$ cat src/rtl/ice40_regs_ctrl_pkg.sv
// Shared definitions for the iCE40 register-file controller: default sizes,
// controller state encoding and the hard-wired zero register address.
package ice40_regs_ctrl_pkg;

  localparam int ADDR_W_DEF = 6;
  localparam int DATA_W_DEF = 32;
  localparam int REG_ZERO   = 0;

  typedef enum logic {
    CLEAR = 1'b0,
    RUN   = 1'b1
  } state_t;

endpackage

$ cat src/rtl/ice40_regs_fwd.sv
// Per-port read-data mux: zero register beats a forwarded write, which beats RAM data.
module ice40_regs_fwd
  import ice40_regs_ctrl_pkg::*;
#(
  parameter int ADDR_W   = ADDR_W_DEF,
  parameter int DATA_W   = DATA_W_DEF,
  parameter int ZERO_REG = 1
) (
  input  logic [ADDR_W-1:0] rs,
  input  logic              wen,
  input  logic [ADDR_W-1:0] waddr,
  input  logic [DATA_W-1:0] wdata,
  input  logic [DATA_W-1:0] ram_rdata,
  output logic [DATA_W-1:0] rdata
);

  logic is_zero;

  assign is_zero = (ZERO_REG != 0) && (rs == ADDR_W'(REG_ZERO));

  always_comb begin
    rdata = ram_rdata;
    if (is_zero) begin
      rdata = '0;
    end else if (wen && (waddr == rs)) begin
      rdata = wdata;
    end
  end

endmodule

$ cat src/rtl/ice40_regs_ctrl.sv
// Controller for the 2R/1W iCE40 register-file RAM. With ICE40_REGS_CLEAR_EN
// defined the RAM is swept to zero after reset; otherwise RUN follows reset directly.
module ice40_regs_ctrl
  import ice40_regs_ctrl_pkg::*;
#(
  parameter int ADDR_W   = ADDR_W_DEF,
  parameter int DATA_W   = DATA_W_DEF,
  parameter int ZERO_REG = 1
) (
  input  logic              clk,
  input  logic              resetn,
  output logic              init_done,
  input  logic              rd_req,
  input  logic [ADDR_W-1:0] rs1,
  input  logic [ADDR_W-1:0] rs2,
  output logic              rd_valid,
  output logic [DATA_W-1:0] rdata1,
  output logic [DATA_W-1:0] rdata2,
  input  logic              wr_en,
  input  logic [ADDR_W-1:0] wr_addr,
  input  logic [DATA_W-1:0] wr_data,
  output logic              ram_wen,
  output logic [ADDR_W-1:0] ram_waddr,
  output logic [DATA_W-1:0] ram_wdata,
  output logic [ADDR_W-1:0] ram_raddr1,
  output logic [ADDR_W-1:0] ram_raddr2,
  input  logic [DATA_W-1:0] ram_rdata1,
  input  logic [DATA_W-1:0] ram_rdata2
);

  localparam logic [ADDR_W-1:0] LAST_ADDR = '1;

  state_t            state_reg, state_next;
  logic [ADDR_W-1:0] clr_cnt_reg;
  logic              rd_valid_reg;
  logic [ADDR_W-1:0] rs1_reg, rs2_reg;
  logic              wen_reg;
  logic [ADDR_W-1:0] waddr_reg;
  logic [DATA_W-1:0] wdata_reg;
  logic              wr_ok;
  logic [DATA_W-1:0] fwd1, fwd2;

  // Writes to the zero register never reach the RAM or the forwarding path.
  assign wr_ok = wr_en && !((ZERO_REG != 0) && (wr_addr == ADDR_W'(REG_ZERO)));

  always_ff @(posedge clk) begin
    if (!resetn) begin
      state_reg    <= CLEAR;
      clr_cnt_reg  <= '0;
      rd_valid_reg <= 1'b0;
      rs1_reg      <= '0;
      rs2_reg      <= '0;
      wen_reg      <= 1'b0;
      waddr_reg    <= '0;
      wdata_reg    <= '0;
    end else begin
      state_reg    <= state_next;
      clr_cnt_reg  <= (state_reg == CLEAR) ? clr_cnt_reg + 1'b1 : '0;
      rd_valid_reg <= (state_reg == RUN) && rd_req;
      rs1_reg      <= rs1;
      rs2_reg      <= rs2;
      wen_reg      <= (state_reg == RUN) && wr_ok;
      waddr_reg    <= wr_addr;
      wdata_reg    <= wr_data;
    end
  end

  always_comb begin
    state_next = state_reg;
    ram_wen    = 1'b0;
    ram_waddr  = wr_addr;
    ram_wdata  = wr_data;
    case (state_reg)
      CLEAR: begin
`ifdef ICE40_REGS_CLEAR_EN
        ram_wen   = 1'b1;
        ram_waddr = clr_cnt_reg;
        ram_wdata = '0;
        if (clr_cnt_reg == LAST_ADDR) begin
          state_next = RUN;
        end
`else
        state_next = RUN;
`endif
      end
      RUN: begin
        ram_wen = wr_ok;
      end
      default: state_next = CLEAR;
    endcase
  end

  assign init_done  = (state_reg == RUN);
  assign ram_raddr1 = rs1;
  assign ram_raddr2 = rs2;

  ice40_regs_fwd #(.ADDR_W(ADDR_W), .DATA_W(DATA_W), .ZERO_REG(ZERO_REG)) u_fwd1 (
    .rs(rs1_reg), .wen(wen_reg), .waddr(waddr_reg), .wdata(wdata_reg),
    .ram_rdata(ram_rdata1), .rdata(fwd1)
  );

  ice40_regs_fwd #(.ADDR_W(ADDR_W), .DATA_W(DATA_W), .ZERO_REG(ZERO_REG)) u_fwd2 (
    .rs(rs2_reg), .wen(wen_reg), .waddr(waddr_reg), .wdata(wdata_reg),
    .ram_rdata(ram_rdata2), .rdata(fwd2)
  );

  // Read data is masked to zero whenever it is not being presented as valid.
  assign rd_valid = rd_valid_reg;
  assign rdata1   = rd_valid_reg ? fwd1 : '0;
  assign rdata2   = rd_valid_reg ? fwd2 : '0;

endmodule

$ cat config.mk
export PLATFORM = sky130hd
export DESIGN_NAME = ice40_regs_ctrl
export DESIGN_NICKNAME = d
export VERILOG_FILES = /design/src/rtl/ice40_regs_ctrl_pkg.sv /design/src/rtl/ice40_regs_fwd.sv /design/src/rtl/ice40_regs_ctrl.sv
export SDC_FILE = /design/constraint.sdc
export NUM_CORES = 1
export LEC_CHECK = 0
export ABC_AREA = 1
export BUFFER_PORTS_ARGS = -buffer_cell sky130_fd_sc_hd__buf_2
export CAP_MARGIN = 10
export CORE_MARGIN = 2
export CORE_UTILIZATION = 39
export DETAILED_ROUTE_END_ITERATION = 10
export GPL_TIMING_DRIVEN = 0
export MAX_ROUTING_LAYER = met4
export PLACE_DENSITY = 0.74
export SLEW_MARGIN = 20
export SYNTH_ARGS = -nofsm -noshare
export SYNTH_HDL_FRONTEND = slang
export SYNTH_HIERARCHICAL = 1
export SYNTH_SLANG_ARGS = --single-unit
$ cat constraint.sdc
create_clock -name clk -period 1.45 [get_ports clk]
set_input_delay 0.2175 -clock clk [delete_from_list [all_inputs] [get_ports clk]]
set_output_delay 0.2175 -clock clk [all_outputs]
set_load 0.05 [all_outputs]
==> impl_summary.txt, run 1 <==
----------------------------------------------------
[Synth]
  Number of synthesized flops with an enable pin ... 0
  Cell types with the largest area share after synthesis ... dfxtp_1 24%, nand2_1 18%, inv_1 17%
  Fraction of synthesis flops using an asynchronous set or reset pin ... 0%
  Syn Inst Count ... 794
  Post-synthesis sequential area ratio ... 24.0%
  Most used standard cell by instance count after synthesis ... nand2_1
  Flip-flop and latch count after synthesis ... 53
  Number of synthesis warnings ... 6
  Number of distinct standard cells referenced by the synthesized netlist ... 18
  Number of nets in the synthesized netlist ... 912
  Syn_area_per_cell ... 5.58 sq um
  Synth top area share ... 24.0%
  Largest area contributor in the netlist ... dfxtp_1
  Combined area of all synthesized cells ... 4430 sq um
  Most common library cells after synthesis ... 211 x nand2_1, 195 x inv_1, 137 x nor2_1, 67 x nand3_1, 58 x buf_4
  Top FF cell, synth ... dfxtp_1

[Critical path]
  Critical path type ... register to output port
  Startpoint of the most critical register-to-register path ... init_done
  Required time of the critical path ... 1230 ps
  Critical path data arrival time ... 1990 ps
  Launching element type of the critical path ... register
  Kind of capture point of the worst setup path ... output port
  Crit. Startpoint ... waddr_reg[1]
  Crit Path Max Fanout ... 7

[STA]
  Sum of negative setup slack ... -42120 ps
  Tightest Pin Transition ... 252 ps
  Slack of the critical path ... -758 ps
  Final Critical Period ... 2210 ps
  Worst rel slew slack ... 83.3%
  Final Hold Violating Endpoints ... 0
  Share of the clock period used by the worst path after layout ... 152%
  Clock skew after layout ... 3.32 ps
  Final Max Tran Viols ... 0
  Final count of negative-setup-slack endpoints ... 64
  RSZ-0062 raised after global routing ... true
  Peak clock frequency supported by timing ... 453 MHz

[Drt]
  Post-DRT Antenna Nets ... 0
  Wire length per cell after detailed routing ... 12.2 microns
  Remaining DRCs ... 0
  First-pass detailed-route iteration total ... 4
  Avg Vias per Cell ... 4.39
  Final WL ... 14800 microns
  Number of violations reported at the end of detailed-routing iteration 0 ... 204
  Number of vias after detailed routing ... 5300

[Floorplanning]
  CORE AREA ... 11000 sq um
  I/O Pins ... 235
  Die Area ... 12200 sq um
  Site Rows ... 38
  Initial Utilization ... 40.3%
  Die height ... 111 microns
  Width of the die ... 111 microns

[Placed design]
  Sum of net half-perimeters after detailed placement ... 9960 microns
  Final RePlAce weighted congestion ... 0.850
  Post-placement cell area ... 6110 sq um
  # placed instances ... 1168
  Number of port buffers ... 234

[Power]
  Areal power density over the cells ... 637 nW/um^2
  Leak Pwr ... 4.04 nW
  Peak supply drop ... 0.000451 V

[Clock network]
  Count of clock tree sinks ... 53
  CTS HTree Levels ... 2
  Clock-pin transition on the worst setup and hold timing paths ... 70 ps
  Insertion delay to the later sink of the worst-skew pair ... 290 ps
  Maximum clock insertion buffer count ... 2
  Clock tree from TritonCTS ... built
  Total CTS buffers ... 5
  Number of hold buffers added after CTS ... 0
  Cell at the root of the clock tree ... clkbuf_16

[Run]
  Max-capacitance violation count ... 0

[Outcome]
  Run status ... complete, but fails checks
  Failing checks ... negative setup slack

[Cells and area]
  Share of post-route cells with drive strength above 1 ... 56.6%
  Final Instance Area ... 7880 sq um
  Layout overhead on the synthesized area ... 77.8%
  Post-route insts no fill ... 1208
  Max FFs per register ... 32
  Final net count ... 1184

[GRT]
  Global Route Usage Sum ... 22.5%
  Wire length of the first global-routing pass ... 22500 microns
  GRT overflow ... 0
  Largest net degree at the start of global routing ... 19
  Vias in the first global route ... 4937
  Number of antenna violations at the first check in global routing ... 1

[Min path]
  HP Start ... resetn
  Worst hold path type ... input pin to register

----------------------------------------------------
## area by class of cell
type / instances / area [sq um]
inverters: 207 / 1020
clock inverters: 3 / 47.5
fillers: 892 / 3110
well taps: 140 / 175
plain buffers: 87 / 792
multi-input cells: 447 / 2380
repair buffers: 265 / 2240
clock buffers: 5 / 125
flip-flops and latches: 53 / 1090
diodes: 1 / 2.50
## repair_timing
item,in CTS,in global routing
cloned,13,2
pin swaps,59,48
buffers inserted,14,3
resized for setup,270,112
setup endpoints to repair,64,64
## final timing paths
check / to / slack (ps) / cells after the start
setup / recovery: rdata1[8] / -760 / 14
setup reg to reg: wen_reg / 800 / 4
hold / removal: init_done / 40 / 1
hold reg to reg: rd_valid / 470 / 2
## cell usage in the layout, fill, tap and decap left out
master / n
nand2_1: 178
buf_2: 176
inv_1: 124
nor2_1: 105
buf_8: 78
clkinvlp_4: 64
buf_4: 57
nand3_2: 54
nand2_2: 43
dfxtp_1: 36
buf_6: 33
nor2_2: 26
inv_2: 16
nor2_4: 16
nand3_1: 13
dfxtp_2: 12
clkbuf_16: 7
buf_12: 5
dfxtp_4: 5
clkinv_2: 3
inv_6: 2
nand2_4: 2
xnor2_1: 2
o21ai_1: 2
a21boi_2: 2
nand4_1: 2
diode_2: 1
bufinv_16: 1
buf_16: 1
and2_1: 1
and2_4: 1
## metal layers
layer	GRT usage, %	vias to the layer above	routed length [microns]
li1	-	2721	-
met1	26.0	2390	5990
met2	41.1	163	7830
met3	2.91	26	667
met4	5.67	0	308
met5	-	-	0
## stage by stage
step	utilization (%)	hold WS (ps)	setup WS, ps	total power [mW]
global placement	55.7	335	-484	3.23
floorplan	-	245	-146	2.82
detailed placement	55.7	339	-495	3.24
finish	71.7	40.9	-758	5.01
global route	71.7	38.3	-872	5.27
CTS	67.7	37.0	-647	4.91
## power breakdown
| part | leakage (nW) | switching, mW | total [mW] | internal (mW) |
|---|---|---|---|---|
| sequential | 0.448 | 0.0622 | 1.60 | 1.53 |
| clock | 0.0848 | 0.541 | 1.37 | 0.827 |
| combinational | 3.51 | 1.21 | 2.05 | 0.842 |
| total | 4.04 | 1.81 | 5.01 | 3.20 |
## critical path: stages (launching register included)
cell and delay, ps:
dfxtp_4 380, inv_2 40, nand2_2 60, buf_6 100
nand2_4 40, nor2_4 90, nand2_2 60, nor2_4 130
buf_12 150, buf_8 120, nor2_2 40, nor2_1 110
nand2_1 130, clkinvlp_4 100, buf_8 140
## cell families (layout without fill, tap and decap cells)
kind of cell,after synthesis,count (layout),share of synthesized area (%)
other,0,1,0
DFF,53,53,24.0
buffers and inverters,294,567,33.9
xor gates and xnor gates,2,2,0.396
AOI/OAI and AO/OA,4,4,0.565
and+or+nand+nor,441,441,41.2
(Power assumes the default switching activity.)
==> run 2: changes to the inputs <==
- clock period: 1.45 -> 1.8 ns (I/O delays scaled with it)
==> impl_summary.txt, run 2 (same netlist as run 1, synthesis figures left out) <==
----------------------------------------------------
[Floorplanning]
  CORE AREA ... 11000 sq um
  Initial Utilization ... 40.3%
  Die height ... 111 microns
  Die Area ... 12200 sq um
  Site Rows ... 38
  Width of the die ... 111 microns
  I/O Pins ... 235

[Placed design]
  Sum of net half-perimeters after detailed placement ... 9870 microns
  Final RePlAce weighted congestion ... 0.863
  Number of port buffers ... 234
  Worst setup slack before clock tree synthesis ... -230 ps

[Drt]
  Remaining DRCs ... 0
  Number of vias after detailed routing ... 5143
  Post-DRT Antenna Nets ... 0
  Met3 routed WL ... 732 microns
  Number of violations reported at the end of detailed-routing iteration 0 ... 250
  Avg Vias per Cell ... 4.30
  First-pass detailed-route iteration total ... 5
  Final WL ... 14100 microns
  Routed metal-1 wire length ... 5840 microns
  Wire length per cell after detailed routing ... 11.8 microns
  Total met2 wirelength after detailed routing ... 7310 microns
  Top layer used by detailed routing ... met4

[Power]
  Peak supply drop ... 0.000385 V
  Areal power density over the cells ... 532 nW/um^2
  Leak Pwr ... 4.46 nW

[GRT]
  Largest net degree at the start of global routing ... 19
  GRT overflow ... 0
  Vias in the first global route ... 4784
  Wire length of the first global-routing pass ... 21700 microns
  Global Route Usage Sum ... 21.9%
  Number of antenna violations at the first check in global routing ... 1

[Clock network]
  CTS HTree Levels ... 2
  Count of clock tree sinks ... 53
  Cell at the root of the clock tree ... clkbuf_16
  Clock-pin transition on the worst setup and hold timing paths ... 70 ps
  Clock tree from TritonCTS ... built
  Insertion delay to the later sink of the worst-skew pair ... 290 ps
  Number of hold buffers added after CTS ... 0
  Maximum clock insertion buffer count ... 2
  Total CTS buffers ... 5

[Critical path]
  Crit. Startpoint ... rs2_reg[0]
  Startpoint of the most critical register-to-register path ... init_done
  Critical path type ... register to output port
  Critical path data arrival time ... 1980 ps
  Kind of capture point of the worst setup path ... output port
  Required time of the critical path ... 1530 ps
  Crit Path Max Fanout ... 5
  Launching element type of the critical path ... register

[STA]
  Final Max Tran Viols ... 0
  Tightest Pin Transition ... 299 ps
  Final Critical Period ... 2250 ps
  Clock skew after layout ... 0.0792 ps
  Peak clock frequency supported by timing ... 445 MHz
  Share of the clock period used by the worst path after layout ... 125%
  Final count of negative-setup-slack endpoints ... 64
  Slack of the critical path ... -450 ps
  Worst rel slew slack ... 80.0%
  RSZ-0062 raised after global routing ... true
  Final Hold Violating Endpoints ... 0

[Cells and area]
  Share of post-route cells with drive strength above 1 ... 44.7%
  Layout overhead on the synthesized area ... 56.6%
  Max FFs per register ... 32
  Fraction of the core area covered by cells at the end of the flow ... 63.1%
  Most frequent cells in the layout ... 194 x nand2_1, 176 x buf_2, 170 x inv_1
  Most common cell after layout, fill and taps aside ... nand2_1
  Final net count ... 1172

[Outcome]
  Run status ... complete, but fails checks
  Failing checks ... negative setup slack

[Min path]
  Worst hold path type ... input pin to register
  HP Start ... resetn

[Run]
  Max-capacitance violation count ... 0

----------------------------------------------------
## run 2: cell count changes in the layout (fill, tap and decap cells not counted), sizes merged
cell	delta
buf	-12
bufinv	-1
clkinv	+2
clkinvlp	-63
inv	+62
## run 2: routing by layer
| layer | vias up | track usage [%] |
|---|---|---|
| met1 | 2243 | 25.2 |
| met3 | 18 | 3.40 |
| met4 | 0 | 4.67 |
| li1 | 2696 | - |
| met2 | 186 | 40.0 |
| met5 | - | - |
## run 2: metrics by stage
stage | total power [mW] | hold WS, ps | setup TNS (ps) | cell area, sq um | instances
after floorplan | 2.21 | 298 | 0 | 4430 | 794
after global placement | 2.55 | 388 | -7300 | 5780 | 1168
after detailed placement | 2.56 | 395 | -8270 | 5780 | 1168
after CTS | 3.67 | 88.3 | -16960 | 6650 | 1192
after global routing | 3.90 | 88.6 | -27020 | 6930 | 1196
final | 3.69 | 94.6 | -20310 | 6930 | 1196
## run 2: cell type report
type                    instances  area [sq um]
fillers                      1032          4050
multi-input cells             447          2060
repair buffers                253          1910
flip-flops and latches         53          1090
inverters                     207           779
plain buffers                  87           766
well taps                     140           175
clock buffers                   5           125
clock inverters                 3          25.0
diodes                          1          2.50
## run 2: path summary, 6_finish.rpt
| path | endpoint | slack, ps | cells after the start |
|---|---|---|---|
| max | rdata2[23] | -450 | 13 |
| min | init_done | 90 | 1 |
| max reg2reg | wen_reg | 1140 | 4 |
| min reg2reg | rd_valid | 470 | 2 |
## run 2: critical path, cell delays in order, from the launching register on
cell and delay (ps):
dfxtp_2 360, inv_1 60, nand2_1 100, nand2_2 90
nor2_4 130, nand2_4 60, nor2_4 100, buf_6 160
buf_6 140, nor2_1 60, nor2_1 120, nand2_1 90
inv_2 70, buf_8 140
## run 2: where the power goes
part	internal, mW	switching [mW]	total [mW]
Clock	0.523	0.445	0.969
Sequential	1.24	0.0464	1.28
Combinational	0.562	0.880	1.44
Total	2.32	1.37	3.69
## run 2: what timing repair did
action,CTS,global route
buffers inserted,8,1
pin swaps,51,63
gates resized for setup,203,90
endpoints found under the setup margin,64,64
cloned,8,2
==> run 3: changes to the inputs <==
- GPL_TIMING_DRIVEN: 0 -> 1
- RECOVER_POWER: not set -> 25
==> impl_summary.txt, run 3 (same netlist as run 1, synthesis figures left out) <==
----------------------------------------------------
[Cells and area]
  Layout overhead on the synthesized area ... 49.7%
  Post-route insts no fill ... 1128
  Total of fill cells in the finished design ... 1040
  Most frequent cells in the layout ... 191 x nand2_1, 171 x inv_1, 169 x buf_2
  ANT cells ... 0
  Max FFs per register ... 32
  Most common cell after layout, fill and taps aside ... nand2_1
  Share of post-route cells with drive strength above 1 ... 42.2%
  Final Instance Area ... 6630 sq um
  Final net count ... 1105

[GRT]
  Global Route Usage Sum ... 20.5%
  Vias in the first global route ... 4540
  Largest net degree at the start of global routing ... 54
  Number of antenna violations at the first check in global routing ... 0
  GRT overflow ... 0
  Wire length of the first global-routing pass ... 20500 microns

[Critical path]
  R2R depth ... 4
  Critical path type ... register to output port
  Critical path data arrival time ... 1970 ps
  Required time of the critical path ... 1530 ps
  Worst setup path end ... rdata2[6]
  Reg2reg end ... wen_reg
  Crit Path Max Fanout ... 5
  Launching element type of the critical path ... register
  Reg2Reg Setup Slack ... 1130 ps
  Crit. Startpoint ... waddr_reg[4]
  Startpoint of the most critical register-to-register path ... init_done
  Kind of capture point of the worst setup path ... output port

[Drt]
  First-pass detailed-route iteration total ... 4
  Remaining DRCs ... 0
  Number of vias after detailed routing ... 4989
  Number of violations reported at the end of detailed-routing iteration 0 ... 298
  Avg Vias per Cell ... 4.42
  Final WL ... 14000 microns
  Wire length per cell after detailed routing ... 12.4 microns
  Post-DRT Antenna Nets ... 0

[Clock network]
  Clock-pin transition on the worst setup and hold timing paths ... 70 ps
  CTS HTree Levels ... 2
  Maximum clock insertion buffer count ... 2
  Insertion delay to the later sink of the worst-skew pair ... 290 ps
  Number of hold buffers added after CTS ... 0
  Cell at the root of the clock tree ... clkbuf_16
  Clock tree from TritonCTS ... built
  Total CTS buffers ... 5
  Count of clock tree sinks ... 53

[STA]
  Clock skew after layout ... 0.286 ps
  RSZ-0062 raised after global routing ... true
  Final Hold Violating Endpoints ... 0
  Final count of negative-setup-slack endpoints ... 64
  Share of the clock period used by the worst path after layout ... 124%
  Peak clock frequency supported by timing ... 447 MHz
  Sum of negative setup slack ... -19860 ps
  Tightest Pin Transition ... 975 ps
  Slack of the critical path ... -437 ps
  Final Max Tran Viols ... 0
  Worst rel slew slack ... 35.0%
  Final Critical Period ... 2240 ps

[Placed design]
  Final RePlAce weighted congestion ... 0.892
  # placed instances ... 1102
  Post-placement cell area ... 5340 sq um
  Sum of net half-perimeters after detailed placement ... 9410 microns
  Number of port buffers ... 234

[Floorplanning]
  Die Area ... 12200 sq um
  Die height ... 111 microns
  I/O Pins ... 235
  Initial Utilization ... 40.3%
  Width of the die ... 111 microns
  CORE AREA ... 11000 sq um
  Site Rows ... 38

[Power]
  Leak Pwr ... 4.18 nW
  Areal power density over the cells ... 564 nW/um^2
  Peak supply drop ... 0.000439 V

[Outcome]
  Run status ... complete, but fails checks
  Failing checks ... negative setup slack

[Min path]
  Worst hold path type ... input pin to register

[Run]
  Max-capacitance violation count ... 0

----------------------------------------------------
-- run 3: worst min path at each step --
stage	start	endpoint	slack, ps	cells past startpoint
after CTS	rs1[1]	rs1_reg[1]	160	3
after floorplan	resetn	init_done	300	0
final	rs1[0]	rs1_reg[0]	170	3
after global placement	init_done	rd_valid	450	2
after global routing	rs1[1]	rs1_reg[1]	170	3
after detailed placement	init_done	rd_valid	450	2
-- run 3: layout make-up --
cell class | count | area [sq um] | area share [%]
clock inverters | 3 | 47.5 | 0.717
multi-input cells | 447 | 2150 | 32.4
well taps | 140 | 175 | 2.64
flip-flops and latches | 53 | 1090 | 16.5
clock buffers | 5 | 125 | 1.89
repair buffers | 273 | 2260 | 34.1
inverters | 207 | 777 | 11.7
-- run 3: what timing repair did --
action | CTS | global route
pin swaps | 10 | 42
buffers inserted | 4 | 5
resized for setup | 151 | 133
cloned | 1 | 9
endpoints found under the setup margin | 64 | 64
-- run 3: power breakdown --
part	switching [mW]	total, mW	internal (mW)
clock network	0.440	1.11	0.666
logic	0.873	1.35	0.480
registers	0.0469	1.28	1.24
total	1.36	3.74	2.38
-- run 3: per-layer routing --
layer	global-route usage, %	wire length [microns]	up-vias
li1	-	-	2558
met5	-	0	-
met1	23.3	5710	2233
met4	4.33	153	0
met3	2.58	748	9
met2	38.4	7400	189
-- run 3: per-stage QoR --
step | utilization, % | hold WS [ps] | setup WS, ps | total power [mW]
floorplan | - | 298 | 58.3 | 2.21
global placement | 48.6 | 449 | -122 | 2.46
detailed placement | 48.6 | 446 | -117 | 2.47
CTS | 54.8 | 163 | -319 | 3.66
global route | 60.4 | 172 | -551 | 3.93
finish | 60.4 | 169 | -437 | 3.74
-- run 3: worst max-delay path: stages (launching register included) --
cell	delay, ps
dfxtp_2	370
nand2_1	70
nand2_2	100
and2_4	140
nand2_2	60
nor2_4	130
buf_12	150
clkbuf_16	150
nor2_1	40
nor2_1	130
nand2_1	90
inv_1	90
buf_6	160
